<file path="config.mk">
export PLATFORM = sky130hd
export DESIGN_NAME = div16x16_seq
export DESIGN_NICKNAME = d
export VERILOG_FILES = /design/src/rtl/div16x16_seq.sv
export SDC_FILE = /design/constraint.sdc
export NUM_CORES = 1
export LEC_CHECK = 0
export ABC_CLOCK_PERIOD_IN_PS = 5230
export BUFFER_PORTS_ARGS = -buffer_cell sky130_fd_sc_hd__buf_2
export CAP_MARGIN = 20
export CORE_ASPECT_RATIO = 1.25
export CORE_UTILIZATION = 25
export CTS_CLUSTER_DIAMETER = 50
export DETAILED_ROUTE_END_ITERATION = 6
export RECOVER_POWER = 25
export SLEW_MARGIN = 30
export SYNTH_ARGS = -nofsm -noshare
export SYNTH_HDL_FRONTEND = slang
export SYNTH_SLANG_ARGS = --single-unit
export TNS_END_PERCENT = 20
</file>
<file path="constraint.sdc">
create_clock -name CLOCK -period 5.23 [get_ports CLOCK]
set_input_delay 0 -clock CLOCK [delete_from_list [all_inputs] [get_ports CLOCK]]
set_output_delay 0 -clock CLOCK [all_outputs]
set_load 0.02 [all_outputs]
</file>
<file path="src/rtl/div16x16_seq.sv">
// Sequential 16/16 restoring divider: one quotient bit per clock, fixed latency.
// Define DIV16_SIGNED_EN to compile in two's-complement support (signed_op, overflow).
module div16x16_seq (
  input  logic        CLOCK,
  input  logic        RESET_N,
  input  logic        start,
  input  logic        signed_op,
  input  logic [15:0] dividend,
  input  logic [15:0] divisor,
  output logic        busy,
  output logic        done,
  output logic [15:0] quotient,
  output logic [15:0] remainder,
  output logic        div_zero,
  output logic        overflow,
  output logic        zflag,
  output logic        nflag
);

  typedef enum logic [1:0] {IDLE, CALC, FIX, DONE} state_t;

  state_t      state;
  logic [15:0] prem;
  logic [15:0] dvd_q;
  logic [15:0] dvs;
  logic [3:0]  cnt;
  logic        dz;

  logic [16:0] shifted;
  logic [16:0] trial;
  logic [15:0] acc_dvd;
  logic [15:0] acc_dvs;
  logic [15:0] q_fix;
  logic [15:0] r_fix;

`ifdef DIV16_SIGNED_EN
  logic qsign;
  logic rsign;
  logic ovf;
  logic acc_qs;
  logic acc_rs;
  logic acc_ovf;

  function automatic logic [15:0] neg16(input logic signed [15:0] v);
    return -v;
  endfunction

  // Operand magnitudes and result signs captured at the accepting edge.
  always_comb begin
    acc_dvd = (signed_op && dividend[15]) ? neg16(dividend) : dividend;
    acc_dvs = (signed_op && divisor[15])  ? neg16(divisor)  : divisor;
    acc_qs  = signed_op & (dividend[15] ^ divisor[15]);
    acc_rs  = signed_op & dividend[15];
    acc_ovf = signed_op & (dividend == 16'h8000) & (divisor == 16'hFFFF);
  end

  // Divide-by-zero keeps the preloaded results untouched.
  always_comb begin
    q_fix = dvd_q;
    r_fix = prem;
    if (!dz && qsign) q_fix = neg16(dvd_q);
    if (!dz && rsign) r_fix = neg16(prem);
  end
`else
  logic unused_signed_op;
  assign unused_signed_op = signed_op;

  always_comb begin
    acc_dvd = dividend;
    acc_dvs = divisor;
    q_fix   = dvd_q;
    r_fix   = prem;
  end
`endif

  // Shift {prem, dvd_q} left and trial-subtract in 17 bits.
  always_comb begin
    shifted = {prem, dvd_q[15]};
    trial   = shifted - {1'b0, dvs};
  end

  assign busy = (state != IDLE);

  always_ff @(posedge CLOCK) begin
    if (!RESET_N) begin
      state     <= IDLE;
      done      <= 1'b0;
      quotient  <= 16'h0000;
      remainder <= 16'h0000;
      div_zero  <= 1'b0;
      overflow  <= 1'b0;
      zflag     <= 1'b0;
      nflag     <= 1'b0;
    end else begin
      done <= 1'b0;
      case (state)
        IDLE: begin
          if (start) begin
            if (divisor == 16'h0000) begin
              dvd_q <= 16'hFFFF;
              prem  <= dividend;
              dz    <= 1'b1;
`ifdef DIV16_SIGNED_EN
              qsign <= 1'b0;
              rsign <= 1'b0;
              ovf   <= 1'b0;
`endif
              state <= FIX;
            end else begin
              dvd_q <= acc_dvd;
              dvs   <= acc_dvs;
              prem  <= 16'h0000;
              dz    <= 1'b0;
              cnt   <= 4'd15;
`ifdef DIV16_SIGNED_EN
              qsign <= acc_qs;
              rsign <= acc_rs;
              ovf   <= acc_ovf;
`endif
              state <= CALC;
            end
          end
        end
        CALC: begin
          if (!trial[16]) begin
            prem  <= trial[15:0];
            dvd_q <= {dvd_q[14:0], 1'b1};
          end else begin
            prem  <= shifted[15:0];
            dvd_q <= {dvd_q[14:0], 1'b0};
          end
          if (cnt == 4'd0) state <= FIX;
          else             cnt   <= cnt - 4'd1;
        end
        FIX: begin
          quotient  <= q_fix;
          remainder <= r_fix;
          div_zero  <= dz;
`ifdef DIV16_SIGNED_EN
          overflow  <= ovf;
`else
          overflow  <= 1'b0;
`endif
          zflag     <= (q_fix == 16'h0000);
          nflag     <= q_fix[15];
          done      <= 1'b1;
          state     <= DONE;
        end
        default: state <= IDLE;
      endcase
    end
  end

endmodule

</file>
# Yosys cells after proc, flatten, opt, wreduce, memory -nomap -nowiden
# Cells that the tools add are included.
# totals
regBits,91
inputBits,36
out_inout_bits,38
# classes
add_sub_neg,2
n_eq_ne,6
muxes,18
bitwise,1
reduce_logical,11
# op_table
cell,count
16-bit two-way mux,5
16-bit one-hot mux with 2 select lines,2
16-bit logical NOT,2
17-bit by 16-bit subtractor with 17-bit output,1
4-bit two-way mux,3
2-bit != test (second input constant),4
4-bit one-hot mux with 2 select lines,1
2-bit two-way mux,3
2-bit one-hot mux with 3 select lines,1
3-bit AND reduction,2
5-bit AND reduction,1
4-bit logical NOT,1
4-bit AND reduction,1
2-bit nonzero test,2
4-bit by 1-bit subtractor with 4-bit output (second input constant),1
1-bit two-way mux,3
2-bit by 1-bit == test with 1-bit output (second input constant),1
2-bit == test (second input constant),1
2-bit logical NOT,1
2-bit AND reduction,1
1-bit inverter,1

# Depth between registers and ports, before layout
# logic_depth
ltp_word,4
ltp_mapped,11
depth_no_buf,10

# Worst setup path before layout
# OpenSTA, ideal clock, no wires.
# synth_path
path_kind,flip-flop to flip-flop
start,reg state[1]
end,"reg cnt[0], enable pin"
setup_time_ns,0.308
arrival_time_ns,2.801
path_slack_ns,2.121
stages_incl_launch_ff,7
path_buffers,1
path_cell_list,dfxtp_1 -> inv_1 -> ha_1 -> clkbuf_1 -> mux2i_1 -> nor2b_1 -> o211a_1
# synth_via
elab_chain_cells,3
# synth_lines
element,line,text
"start, declared",22,state_t state;
"start signal, assigned",86,state <= IDLE;
"start signal, assigned",108,state <= FIX;
"start signal, assigned",120,state <= CALC;
2-bit by 1-bit == test with 1-bit output or 2-bit logical NOT (tied branches),96,case (state)
2-bit != test (no line) or 2-bit nonzero test (tied branches),-,
5-bit AND reduction (no line) (*),-,
"end signal, assigned",133,else cnt <= cnt - 4'd1;
"end, declared",26,logic [3:0] cnt;
# Every way passes the cells marked *; elsewhere a longest branch is shown, timed or not.
# A chain may end at the register's enable or synchronous reset.

# Worst setup path in the final report
# layout_path
start,reg dvd_q[15]
end,reg prem[12] (data pin)
# layout_via
elab_chain_cells,3
# layout_lines
element,line,text
"start, declared",24,logic [15:0] dvd_q;
"start signal, assigned",110,dvd_q <= acc_dvd;
"start signal, assigned",127,"dvd_q <= {dvd_q[14:0], 1'b1};"
"start signal, assigned",130,"dvd_q <= {dvd_q[14:0], 1'b0};"
17-bit by 16-bit subtractor with 17-bit output,79,"trial = shifted - {1'b0, dvs};"
16-bit two-way mux,125,if (!trial[16]) begin
16-bit one-hot mux with 2 select lines,96,
"end signal, assigned",101,prem <= dividend;
"end signal, assigned",126,prem <= trial[15:0];
"end signal, assigned",129,prem <= shifted[15:0];
"end, declared",23,logic [15:0] prem;
# Every way passes these cells.

==> impl.org <==
** Placement
- Post-placement worst setup slack :: 1860 ps
- The number of placed instances, taps included, is between 800 and 900.
- Placed instance area :: approximately 0.0057 mm^2
- During placement, the flow inserted port buffers numbering 71.
- The congestion estimate from routability-driven global placement came to a little under 0.8.
- HPWL Detailed :: ~9700 um

** Power and ir drop
- Switching Power :: 1.21 mW
- The clock network is responsible for ~22% of the overall power.
- Internal power comes to approximately 1.8 mW.
- In this run the static leakage power is 2.28 nW.
- Power per standard cell area :: between 400 and 500 mW/mm^2
- Combinational power share :: between 40% and 50%
- Sequential cells account for a little over a third of the total power.
- IR analysis of the VDD net gives a maximum drop of approximately 0.17 mV.
- Switching part of the total :: between 40% and 50%
- Pwr Total :: just over 3 mW

** Clock network
- Number of instances resized during post-cts repair :: 0
- TritonCTS clock tree :: built
- The clock reaches the later pin of the worst-skew pair after roughly 350 ps.
- Max Root-Sink Buffers :: 2
- Clock-pin slew reported for the worst setup and hold paths after clock tree synthesis :: 70 ps
- CTS sink cnt :: 90
- H-Tree Depth :: 3
- Clock tree synthesis inserted a total of 9 buffers.
- Clock root buffer :: sky130_fd_sc_hd__clkbuf_16

** Finish
- 0 antenna diodes ended up in the layout.
- Layout-stage area growth over the synthesis result :: 21.6%
- Area used by sequential logic in the layout :: roughly 0.0023 mm^2
- Multi-input gate area :: roughly 0.0025 mm^2
- Layout cell share with drive strength beyond 1 :: under 10%
- Utilization after layout :: approximately a third
- Layout Cell Area excl Fill :: a little over 0.006 mm^2
- The finished layout holds roughly 870 standard cells, fillers aside.
- Counting the fill cells in the layout gives approximately 2100.
- Nets :: 660

** Synth
- Cells taking the most area after synthesis :: sky130_fd_sc_hd__edfxtp_1 (31%), sky130_fd_sc_hd__dfxtp_1 (15%), sky130_fd_sc_hd__mux2i_1 (7.1%), sky130_fd_sc_hd__ha_1 (5.2%), sky130_fd_sc_hd__nor2b_1 (5.0%)
- Yosys mapped a number of flops with a built-in enable equal to 53.
- Counting distinct cell types in the post-synthesis netlist gives 55.
- Most used flip-flop cell after synthesis :: sky130_fd_sc_hd__edfxtp_1
- After synthesis, the largest area contributor takes up 31.3% of total cell area.
- Ys Warns :: 0
- Share of synthesized flip-flops with an asynchronous set or reset :: 0%
- Counting every instance in the synthesized netlist gives 520.
- In this run, synthesis produced a sequential element count of 90.
- Total nets after synthesis :: slightly below 600
- Cell taking the most area after synthesis :: sky130_fd_sc_hd__edfxtp_1
- Most frequent cell after synthesis :: sky130_fd_sc_hd__nand2_1
- Ranked by instance count, the synthesized netlist is headed by sky130_fd_sc_hd__nand2_1 (58), sky130_fd_sc_hd__edfxtp_1 (53), sky130_fd_sc_hd__nor2b_1 (41).
- After synthesis the cells add up to 0.00508 mm^2.
- After synthesis, the mean cell area works out to just under 10 um^2.
- Portion of the post-synthesis area used by sequential elements :: a little under half

** Floorplan
- DIE AREA :: roughly 0.021 mm^2
- The core region is 0.0197 mm^2.
- The die is approximately 160 um tall.
- The initialized floorplan defines 57 standard-cell rows.
- For this design the top-level I/O count stands at between 70 and 80.
- Once the floorplan was initialized, standard cells occupied between 20 and 30% of the core.
- Die Wd :: approximately 130 um

** Timing
- Pins Over Slew Limit :: 0
- Headroom to the max-slew limit came out at a little over half.
- Tcrit/Tclk final :: 65.4%
- The total count of hold-check failures in the final report is 0.
- Actual slew at the worst max-slew pin :: just under 700 ps
- Final setup viols :: 0
- Setup repair after global routing left no endpoint under its margin.
- Sum of negative setup slack :: 0 ps
- For this run, the top clock speed supported by timing is between 200 and 300 MHz.
- Final hold slack :: 6.81 ps
- Final setup margin :: 1810 ps
- Subtracting the final worst setup slack from the clock period gives 3420 ps.
- Post-route clock skew :: 13.2 ps

** Worst setup path
- Beginning of the critical path :: dvd_q[15]
- Required time of the worst setup path :: about 5300 ps
- The worst setup path is captured at a register.
- Source of the worst register-to-register timing path :: dvd_q[15]
- The critical path is of the reg2reg type.
- Along the worst path, the maximum fanout reaches 14.
- Data arrives at the worst endpoint at 3520 ps.
- Type of origin of the critical path :: register

** Routing
- For this run, design rule violations remaining after detail routing come to 0.
- Avg Vias per Cell :: about 4.7
- Number of DRC markers in iteration 0 :: about 290
- Average detailed-routed wire length per instance :: 15.5 um
- The first detailed-routing pass ran for 5 iterations.
- Number of nets with antenna violations after routing :: 0
- Total via count in the routed design :: between 4000 and 5000
- Routed Wire Length :: roughly 13000 um

** Global routing
- Entering global routing, the biggest net connects 49 pins.
- Number of antenna violations at the first check in global routing :: 0
- Global route overflow :: 0
- The number of global-route vias before repair came to a little under 4000.
- First-pass GRT wire length :: 20900 um
- For this run, the total global-route usage over all layers was measured as between 10% and 20%.

** Job
- Max-cap violations :: 0

** Worst hold path
- Hold Path Class :: in2reg
- The worst hold path begins at dividend[3].

** Run status
- Run status :: completed
[cells by family after synthesis]
kind of cell,count (synthesis),share of synthesized area [%]
compound gates,102,13.9
flops,90,45.9
xor+xnor,10,1.72
mux,36,7.09
buf+inv,59,4.68
fa+ha+maj,22,5.56
other cells,1,0.0738
simple gates,200,21.1
[worst max-delay path, cell delays in order (launching register included)]
cell,delay [ps]
sky130_fd_sc_hd__edfxtp_1,480
sky130_fd_sc_hd__inv_1,90
sky130_fd_sc_hd__ha_1,170
sky130_fd_sc_hd__fa_1,260
sky130_fd_sc_hd__nor2b_4,60
sky130_fd_sc_hd__o31a_1,260
sky130_fd_sc_hd__o311a_4,370
sky130_fd_sc_hd__o2111ai_4,460
sky130_fd_sc_hd__nand3_1,470
sky130_fd_sc_hd__a21o_1,300
sky130_fd_sc_hd__a32o_1,230
[area by class of cell]
type	count	area share (%)
Multi-Input combinational cell	371	40.9
Sequential cell	90	37.7
Timing Repair Buffer	101	9.51
Clock inverter	6	1.05
Inverter	29	1.76
Tap cell	265	5.36
Clock buffer	10	3.70
[worst paths after layout]
| path | endpoint | slack (ps) | depth (start not counted) |
|---|---|---|---|
| worst max-delay path | prem[12] | 1810 | 10 |
| worst min-delay path | prem[3] | 7 | 3 |
| worst max register to register | prem[12] | 1810 | 10 |
| worst min register to register | div_zero | 510 | 2 |
[sequential cells by signal, indices dropped and copies added (netlist names)]
| signal | count |
|---|---|
| cnt | 4 |
| zflag | 1 |
| nflag | 1 |
| done | 1 |
| div_zero | 1 |
| quotient | 15 |
| dvd_q | 16 |
| remainder | 16 |
| prem | 16 |
| dz | 1 |
| dvs | 16 |
| state | 2 |
[what timing repair did]
item,in CTS,in global routing
hold endpoints to repair,28,0
buffers inserted,0,0
hold buffers,25,0
[cell usage in the layout (no fill, tap or decap), types with 3 or more instances in the layout]
cell type / instances
sky130_fd_sc_hd__a21oi_1: 27
sky130_fd_sc_hd__nand3_1: 17
sky130_fd_sc_hd__nor4_1: 14
sky130_fd_sc_hd__clkbuf_16: 9
sky130_fd_sc_hd__edfxtp_1: 53
sky130_fd_sc_hd__buf_4: 5
sky130_fd_sc_hd__o21a_1: 4
sky130_fd_sc_hd__ha_1: 20
sky130_fd_sc_hd__mux2i_1: 36
sky130_fd_sc_hd__inv_1: 29
sky130_fd_sc_hd__xnor2_1: 6
sky130_fd_sc_hd__and4_1: 4
sky130_fd_sc_hd__o31ai_1: 4
sky130_fd_sc_hd__a221oi_1: 6
sky130_fd_sc_hd__a221o_1: 3
sky130_fd_sc_hd__nand2b_1: 6
sky130_fd_sc_hd__clkbuf_1: 45
sky130_fd_sc_hd__a21o_1: 6
sky130_fd_sc_hd__or3_1: 6
sky130_fd_sc_hd__nor2b_1: 40
sky130_fd_sc_hd__o21ai_0: 21
sky130_fd_sc_hd__nand4_1: 10
sky130_fd_sc_hd__dlygate4sd3_1: 25
sky130_fd_sc_hd__buf_2: 27
sky130_fd_sc_hd__a31oi_1: 7
sky130_fd_sc_hd__nor2_1: 13
sky130_fd_sc_hd__xor2_1: 4
sky130_fd_sc_hd__dfxtp_1: 37
sky130_fd_sc_hd__and3_1: 15
sky130_fd_sc_hd__and2_1: 4
sky130_fd_sc_hd__o211ai_1: 5
sky130_fd_sc_hd__nor3_1: 6
sky130_fd_sc_hd__nand2_1: 58
[per-layer routing]
layer  GRT usage, %  vias to the layer above  routed length [um]
li1               -                     2062                   -
met4           5.13                        0                 269
met1           16.7                     1886                5960
met2           21.9                      127                6500
met5              0                        -                   0
met3           2.42                       14                 753
[power by group through the flow]
stage	sequential, mW	combinational [mW]	clock (mW)
after CTS	1.10	1.29	0.674
after detailed placement	1.12	1.27	0
after floorplan	1.12	0.922	0
after global placement	1.11	1.25	0
final	1.10	1.27	0.664
after global routing	1.12	1.42	0.701
No activity file was read; power rests on OpenSTA's default activity.
